--- src/rtl/mips_multicycle_control.sv ---
// Control FSM for the multicycle MIPS core: decodes the IR opcode/funct and
// sequences fetch, decode, execute, memory and write-back, driving every datapath enable and select.
module mips_multicycle_control #(
    parameter int unsigned MEM_WAIT = 1
) (
    input  logic       clk,
    input  logic       rstb,
    input  logic [5:0] opcode,
    input  logic [5:0] funct,
    input  logic       zero,
    output logic       pc_write,
    output logic       iord,
    output logic       mem_write,
    output logic       ir_write,
    output logic [1:0] reg_dst,
    output logic [1:0] mem_to_reg,
    output logic       reg_write,
    output logic       alu_src_a,
    output logic [2:0] alu_src_b,
    output logic [2:0] pc_src,
    output logic [3:0] alu_op,
    output logic       illegal_op
);

    localparam int unsigned CNT_W = (MEM_WAIT > 1) ? $clog2(MEM_WAIT) : 1;

    // ALU control encodings shared with the ALU
    localparam logic [3:0] ALU_ADD = 4'd0;
    localparam logic [3:0] ALU_SUB = 4'd1;
    localparam logic [3:0] ALU_AND = 4'd2;
    localparam logic [3:0] ALU_OR  = 4'd3;
    localparam logic [3:0] ALU_XOR = 4'd4;
    localparam logic [3:0] ALU_NOR = 4'd5;
    localparam logic [3:0] ALU_SLT = 4'd6;
    localparam logic [3:0] ALU_SLL = 4'd7;
    localparam logic [3:0] ALU_SRL = 4'd8;
    localparam logic [3:0] ALU_SRA = 4'd9;

    localparam logic [5:0] OP_RTYPE = 6'h00;
    localparam logic [5:0] OP_J     = 6'h02;
    localparam logic [5:0] OP_JAL   = 6'h03;
    localparam logic [5:0] OP_BEQ   = 6'h04;
    localparam logic [5:0] OP_BNE   = 6'h05;
    localparam logic [5:0] OP_ADDI  = 6'h08;
    localparam logic [5:0] OP_SLTI  = 6'h0A;
    localparam logic [5:0] OP_ANDI  = 6'h0C;
    localparam logic [5:0] OP_ORI   = 6'h0D;
    localparam logic [5:0] OP_XORI  = 6'h0E;
    localparam logic [5:0] OP_LW    = 6'h23;
    localparam logic [5:0] OP_SW    = 6'h2B;

    localparam logic [5:0] FN_SLL = 6'h00;
    localparam logic [5:0] FN_SRL = 6'h02;
    localparam logic [5:0] FN_SRA = 6'h03;
    localparam logic [5:0] FN_JR  = 6'h08;
    localparam logic [5:0] FN_ADD = 6'h20;
    localparam logic [5:0] FN_SUB = 6'h22;
    localparam logic [5:0] FN_AND = 6'h24;
    localparam logic [5:0] FN_OR  = 6'h25;
    localparam logic [5:0] FN_XOR = 6'h26;
    localparam logic [5:0] FN_NOR = 6'h27;
    localparam logic [5:0] FN_SLT = 6'h2A;

    localparam logic [2:0] SRCB_REG  = 3'd0;
    localparam logic [2:0] SRCB_FOUR = 3'd1;
    localparam logic [2:0] SRCB_SEXT = 3'd2;
    localparam logic [2:0] SRCB_SHL2 = 3'd3;
    localparam logic [2:0] SRCB_ZEXT = 3'd4;

    localparam logic [2:0] PCS_ALU    = 3'd0;
    localparam logic [2:0] PCS_ALUOUT = 3'd1;
    localparam logic [2:0] PCS_JUMP   = 3'd2;
    localparam logic [2:0] PCS_REGA   = 3'd3;
    localparam logic [2:0] PCS_VECTOR = 3'd4;

    typedef enum logic [3:0] {
        S_FETCH    = 4'd0,
        S_DECODE   = 4'd1,
        S_MEM_ADDR = 4'd2,
        S_MEM_RD   = 4'd3,
        S_MEM_WB   = 4'd4,
        S_MEM_WR   = 4'd5,
        S_EXEC_R   = 4'd6,
        S_EXEC_I   = 4'd7,
        S_ALU_WB   = 4'd8,
        S_BRANCH   = 4'd9,
        S_JUMP     = 4'd10,
        S_JAL      = 4'd11,
        S_JR       = 4'd12,
        S_ILLEGAL  = 4'd13
    } state_e;

    state_e             state_q, state_d;
    logic [CNT_W-1:0]   wait_cnt_q, wait_cnt_d;
    logic [3:0]         alu_op_q, alu_op_d;
    logic               zext_q, zext_d;
    logic               dst_rd_q, dst_rd_d;
    logic               store_q, store_d;
    logic               bne_q, bne_d;

    state_e             dec_state;
    logic [3:0]         dec_alu_op;
    logic               dec_zext;
    logic               dec_dst_rd;
    logic               dec_store;
    logic               dec_bne;
    logic               wait_last;

    assign wait_last = (wait_cnt_q == CNT_W'(MEM_WAIT - 1));

    // Instruction decode; only consumed in DECODE, where the IR is stable
    always_comb begin
        dec_state  = S_ILLEGAL;
        dec_alu_op = ALU_ADD;
        dec_zext   = 1'b0;
        dec_dst_rd = 1'b0;
        dec_store  = 1'b0;
        dec_bne    = 1'b0;
        case (opcode)
            OP_RTYPE: begin
                dec_dst_rd = 1'b1;
                dec_state  = S_EXEC_R;
                case (funct)
                    FN_ADD:  dec_alu_op = ALU_ADD;
                    FN_SUB:  dec_alu_op = ALU_SUB;
                    FN_AND:  dec_alu_op = ALU_AND;
                    FN_OR:   dec_alu_op = ALU_OR;
                    FN_XOR:  dec_alu_op = ALU_XOR;
                    FN_NOR:  dec_alu_op = ALU_NOR;
                    FN_SLT:  dec_alu_op = ALU_SLT;
                    FN_SLL:  dec_alu_op = ALU_SLL;
                    FN_SRL:  dec_alu_op = ALU_SRL;
                    FN_SRA:  dec_alu_op = ALU_SRA;
                    FN_JR:   dec_state  = S_JR;
                    default: dec_state  = S_ILLEGAL;
                endcase
            end
            OP_LW:   dec_state = S_MEM_ADDR;
            OP_SW: begin
                dec_state = S_MEM_ADDR;
                dec_store = 1'b1;
            end
            OP_ADDI: dec_state = S_EXEC_I;
            OP_SLTI: begin
                dec_state  = S_EXEC_I;
                dec_alu_op = ALU_SLT;
            end
            OP_ANDI: begin
                dec_state  = S_EXEC_I;
                dec_alu_op = ALU_AND;
                dec_zext   = 1'b1;
            end
            OP_ORI: begin
                dec_state  = S_EXEC_I;
                dec_alu_op = ALU_OR;
                dec_zext   = 1'b1;
            end
            OP_XORI: begin
                dec_state  = S_EXEC_I;
                dec_alu_op = ALU_XOR;
                dec_zext   = 1'b1;
            end
            OP_BEQ:  dec_state = S_BRANCH;
            OP_BNE: begin
                dec_state = S_BRANCH;
                dec_bne   = 1'b1;
            end
            OP_J:    dec_state = S_JUMP;
            OP_JAL:  dec_state = S_JAL;
            default: dec_state = S_ILLEGAL;
        endcase
    end

    always_ff @(posedge clk or negedge rstb) begin
        if (!rstb) begin
            state_q    <= S_FETCH;
            wait_cnt_q <= '0;
            alu_op_q   <= ALU_ADD;
            zext_q     <= 1'b0;
            dst_rd_q   <= 1'b0;
            store_q    <= 1'b0;
            bne_q      <= 1'b0;
        end else begin
            state_q    <= state_d;
            wait_cnt_q <= wait_cnt_d;
            alu_op_q   <= alu_op_d;
            zext_q     <= zext_d;
            dst_rd_q   <= dst_rd_d;
            store_q    <= store_d;
            bne_q      <= bne_d;
        end
    end

    // Next state and Moore outputs; BRANCH pc_write is the one zero-dependent output
    always_comb begin
        state_d    = state_q;
        wait_cnt_d = wait_cnt_q;
        alu_op_d   = alu_op_q;
        zext_d     = zext_q;
        dst_rd_d   = dst_rd_q;
        store_d    = store_q;
        bne_d      = bne_q;
        pc_write   = 1'b0;
        iord       = 1'b0;
        mem_write  = 1'b0;
        ir_write   = 1'b0;
        reg_dst    = 2'd0;
        mem_to_reg = 2'd0;
        reg_write  = 1'b0;
        alu_src_a  = 1'b0;
        alu_src_b  = SRCB_REG;
        pc_src     = PCS_ALU;
        alu_op     = ALU_ADD;
        illegal_op = 1'b0;

        case (state_q)
            S_FETCH: begin
                alu_src_b = SRCB_FOUR;
                if (wait_last) begin
                    ir_write   = 1'b1;
                    pc_write   = 1'b1;
                    wait_cnt_d = '0;
                    state_d    = S_DECODE;
                end else begin
                    wait_cnt_d = wait_cnt_q + CNT_W'(1);
                end
            end
            S_DECODE: begin
                alu_src_b = SRCB_SHL2;
                state_d   = dec_state;
                alu_op_d  = dec_alu_op;
                zext_d    = dec_zext;
                dst_rd_d  = dec_dst_rd;
                store_d   = dec_store;
                bne_d     = dec_bne;
            end
            S_MEM_ADDR: begin
                alu_src_a = 1'b1;
                alu_src_b = SRCB_SEXT;
                state_d   = store_q ? S_MEM_WR : S_MEM_RD;
            end
            S_MEM_RD: begin
                iord = 1'b1;
                if (wait_last) begin
                    wait_cnt_d = '0;
                    state_d    = S_MEM_WB;
                end else begin
                    wait_cnt_d = wait_cnt_q + CNT_W'(1);
                end
            end
            S_MEM_WB: begin
                mem_to_reg = 2'd1;
                reg_write  = 1'b1;
                state_d    = S_FETCH;
            end
            S_MEM_WR: begin
                iord      = 1'b1;
                mem_write = 1'b1;
                if (wait_last) begin
                    wait_cnt_d = '0;
                    state_d    = S_FETCH;
                end else begin
                    wait_cnt_d = wait_cnt_q + CNT_W'(1);
                end
            end
            S_EXEC_R: begin
                alu_src_a = 1'b1;
                alu_op    = alu_op_q;
                state_d   = S_ALU_WB;
            end
            S_EXEC_I: begin
                alu_src_a = 1'b1;
                alu_src_b = zext_q ? SRCB_ZEXT : SRCB_SEXT;
                alu_op    = alu_op_q;
                state_d   = S_ALU_WB;
            end
            S_ALU_WB: begin
                reg_write = 1'b1;
                reg_dst   = dst_rd_q ? 2'd1 : 2'd0;
                state_d   = S_FETCH;
            end
            S_BRANCH: begin
                alu_src_a = 1'b1;
                alu_op    = ALU_SUB;
                pc_src    = PCS_ALUOUT;
                pc_write  = zero ^ bne_q;
                state_d   = S_FETCH;
            end
            S_JUMP: begin
                pc_src   = PCS_JUMP;
                pc_write = 1'b1;
                state_d  = S_FETCH;
            end
            S_JAL: begin
                pc_src     = PCS_JUMP;
                pc_write   = 1'b1;
                reg_dst    = 2'd2;
                mem_to_reg = 2'd2;
                reg_write  = 1'b1;
                state_d    = S_FETCH;
            end
            S_JR: begin
                pc_src   = PCS_REGA;
                pc_write = 1'b1;
                state_d  = S_FETCH;
            end
            S_ILLEGAL: begin
                illegal_op = 1'b1;
                pc_src     = PCS_VECTOR;
                pc_write   = 1'b1;
                state_d    = S_FETCH;
            end
            default: begin
                wait_cnt_d = '0;
                state_d    = S_FETCH;
            end
        endcase

        // Reset holds every write strobe low even though the state decode is live
        if (!rstb) begin
            pc_write   = 1'b0;
            mem_write  = 1'b0;
            ir_write   = 1'b0;
            reg_write  = 1'b0;
            illegal_op = 1'b0;
        end
    end

endmodule
--- config.mk ---
export PLATFORM = sky130hd
export DESIGN_NAME = mips_multicycle_control
export DESIGN_NICKNAME = d
export VERILOG_FILES = /design/src/rtl/mips_multicycle_control.sv
export SDC_FILE = /design/constraint.sdc
export NUM_CORES = 1
export LEC_CHECK = 0
export ABC_AREA = 0
export BUFFER_PORTS_ARGS = -buffer_cell sky130_fd_sc_hd__clkbuf_2
export CAP_MARGIN = 40
export CORE_MARGIN = 1.5
export CORE_UTILIZATION = 50
export CTS_CLUSTER_DIAMETER = 100
export CTS_CLUSTER_SIZE = 20
export DETAILED_ROUTE_END_ITERATION = 16
export GPL_ROUTABILITY_DRIVEN = 0
export HOLD_SLACK_MARGIN = 0.06
export PLACE_DENSITY = 0.76
export SETUP_SLACK_MARGIN = 0.15
export SLEW_MARGIN = 40
export SYNTH_ARGS = -nofsm -noshare
export SYNTH_HDL_FRONTEND = slang
export SYNTH_SLANG_ARGS = --single-unit
--- constraint.sdc ---
create_clock -name clk -period 2.2 [get_ports clk]
set_input_delay 0.11 -clock clk [delete_from_list [all_inputs] [get_ports clk]]
set_output_delay 0.11 -clock clk [all_outputs]
set_load 0.01 [all_outputs]
==> metrics.md <==
| Metric | Value |
|---|---|
| Status | `finished clean` |
| Distinct cells, synth | `41` |
| DR WL/cell | `13.0 um` |
| Fmax | `0.569 GHz` |
| Die Span Y | `50.7 um` |
| Top cells by area, synth | `dfrtp_1, nor2_1, nand2_1, nor3_1, o21ai_0` |
| Clk sinks | `12` |
| CP startpoint kind | `flip-flop` |
| CP required | `2.09 ns` |
| Fin. Hold Viols | `0` |
| Initial antenna violation count | `0` |
| Most common cell after layout, fill and taps aside | `clkbuf_2` |
| Synth top area share | `26.4%` |
| Syn nets | `179` |
| PostCTS Resize Cnt | `0` |
| Final setup fails | `0` |
| Worst-path maximum fanout | `15` |
| DRC | `0` |
| Lkg Pwr | `0.613 nW` |
| Final net count | `210` |
| Starting Density | `between 50 and 60%` |
| DP Area | `1320 um^2` |
| Slew HR | `71.7%` |
| Synthesized area per cell | `6.94 um^2` |
| FF+latch count, synth | `12` |
| RSZ-0062 raised after global routing | `no` |
| Cell Area, Synth | `1140 um^2` |
| Reg clk slew, reported paths | `0.07 ns` |
| Post-CTS setup buffer count | `0` |
| Clock skew | `between 0.0003 and 0.0004 ns` |
| Remaining Overflow, GRT | `0` |
| Via count | `1307` |
| Die width | `~50 um` |
| Synth Instances | `164` |
| Pwr Density | `790 nW/um^2` |
| Worst skew pair latency | `about 0.27 ns` |
| Post-synth top area cell | `dfrtp_1` |
| Final worst path period share | `about four fifths` |
| Seq/Total Area, Yosys | `26.4%` |
| Initial detailed-routing violation count | `39` |
| Largest net degree at the start of global routing | `21` |
| Root Driver | `clkbuf_4` |
| EDFF count, synth | `0` |
| Synth Warn # | `0` |
| Placed wire-length estimate | `2240 um` |
| Vias per cell | `5.91` |
| Post-route ant nets | `0` |
| Boundary Pins | `36` |
| Hold Crit Class | `in2reg` |
| Setup Total Neg Slack | `0 ns` |
| Worst EP arrival | `between 1.5 and 2 ns` |
| Tmin final | `1.76 ns` |
| Layout area overhead | `19.3%` |
| Number of buffers created by CTS | `3` |
| Commonest cells after routing, fill and taps aside | `clkbuf_2, nor2_1, nand2_1` |
| Ratio of cells with drive above 1 in the final layout | `a little under a quarter` |
| Die area | `roughly 2600 um^2` |
| VDD IR max | `roughly 0.00042 V` |
| CP Class | `reg2out` |
| Async set-reset flop share out of synthesis | `100%` |
| Core area | `2170 um^2` |
| Diodes inserted | `0` |
| Top FF cell, synth | `dfrtp_1` |
| Number of global-route vias before repair | `roughly 1100` |
| Max-Cap Viols | `0` |
| H-tree depth | `1` |
| First-pass GRT wire length | `about 4900 um` |
| Clock Path Buffers | `2` |
| PortBufs | `35` |
| Critical path capture point type | `output port` |
| Total global-route track usage | `24.3%` |
| # rows | `17` |
| First-pass detailed-route iteration total | `4` |
| Fillers | `210` |
| Pins Over Slew Limit | `0` |
| Fin area | `1360 um^2` |
| Slew @ Worst Pin | `roughly 0.41 ns` |
| Routed WL | `2880 um` |
| CTS tree | `done` |
worst max-delay path, stage by stage, from the launching register on:
cell and delay, ns:
dfrtp_1 0.38, buf_4 0.18, nor3_1 0.36, a21oi_1 0.07, o22ai_1 0.13, and2_1 0.13, clkbuf_2 0.13
where the power goes:
group | total [W] | switching (W) | internal [W]
sequential | 0.000285 | 0.0000229 | 0.000262
combinational | 0.000654 | 0.000400 | 0.000255
clock | 0.000133 | 0.0000694 | 0.0000633
sequential cells by signal (all words and copies together) (netlist names):
signal and count:
store_q 1, alu_op_q 4, bne_q 1, dst_rd_q 1
zext_q 1, state_q 4
final timing paths:
kind                             startpoint     endpoint  slack (ns)  cells past startpoint
worst min-delay path               funct[1]  alu_op_q[3]        0.18                      3
max in group asynchronous              rstb  alu_op_q[3]        1.66                      2
worst min register to register  alu_op_q[3]  alu_op_q[3]        0.48                      2
worst max register to register   state_q[3]  alu_op_q[0]        0.51                      5
worst max-delay path             state_q[3]     pc_write        0.44                      6
min in group asynchronous              rstb   state_q[3]        0.28                      2
area by class of cell:
cell class              count  area [um^2]  area share [%]
repair buffers             41          223            16.4
multi-input cells         129          746            55.0
well taps                  28         35.0            2.58
flip-flops and latches     12          300            22.1
clock buffers               3         22.5            1.66
inverters                   8         30.0            2.21
cell usage after synthesis, types with 3 or more instances:
library cell  count
a21oi_1           8
a31oi_1           4
a32o_1            3
a32oi_1           5
and3_1            3
clkbuf_1         11
dfrtp_1          12
inv_1             8
nand2_1          17
nand2b_1          4
nand3_1           3
nor2_1           19
nor2b_1           4
nor3_1            9
o21ai_0           9
o21ai_1           8
o22ai_1           4
xnor2_1           3
layer usage:
metal	global-route usage (%)	wire length [um]	up-vias
li1	-	-	655
met1	32.8	1350	597
met2	41.7	1330	51
met3	0.893	165	4
met4	8.11	32	0
met5	0	0	-
kinds of logic (layout without fill, tap and decap cells):
kind of cell | after synthesis | after routing | synth area share [%]
and+or+nand+nor | 72 | 72 | 31.6
buffers and inverters | 23 | 52 | 8.03
muxes | 2 | 2 | 1.76
AOI/OAI and AO/OA | 50 | 50 | 28.4
xor gates and xnor gates | 5 | 5 | 3.85
DFF | 12 | 12 | 26.4
metrics by stage:
stage / hold slack, ns / cells / setup WS, ns / power, W / util [%]
after floorplan: -0.186 / 164 / 0.496 / 0.000731 / -
after global placement: 0.0301 / 217 / 0.581 / 0.000926 / 61.0
after detailed placement: 0.0349 / 217 / 0.504 / 0.000942 / 61.0
after CTS: 0.179 / 221 / 0.425 / 0.00108 / 62.5
after global routing: 0.224 / 221 / 0.270 / 0.00116 / 62.5
final: 0.181 / 221 / 0.443 / 0.00107 / 62.5
repair_timing:
item	4_1_cts	5_1_grt
hold buffers	1	0
setup endpoints to repair	0	0
hold endpoints to repair	12	0
Power figures use the tool's default switching activity.
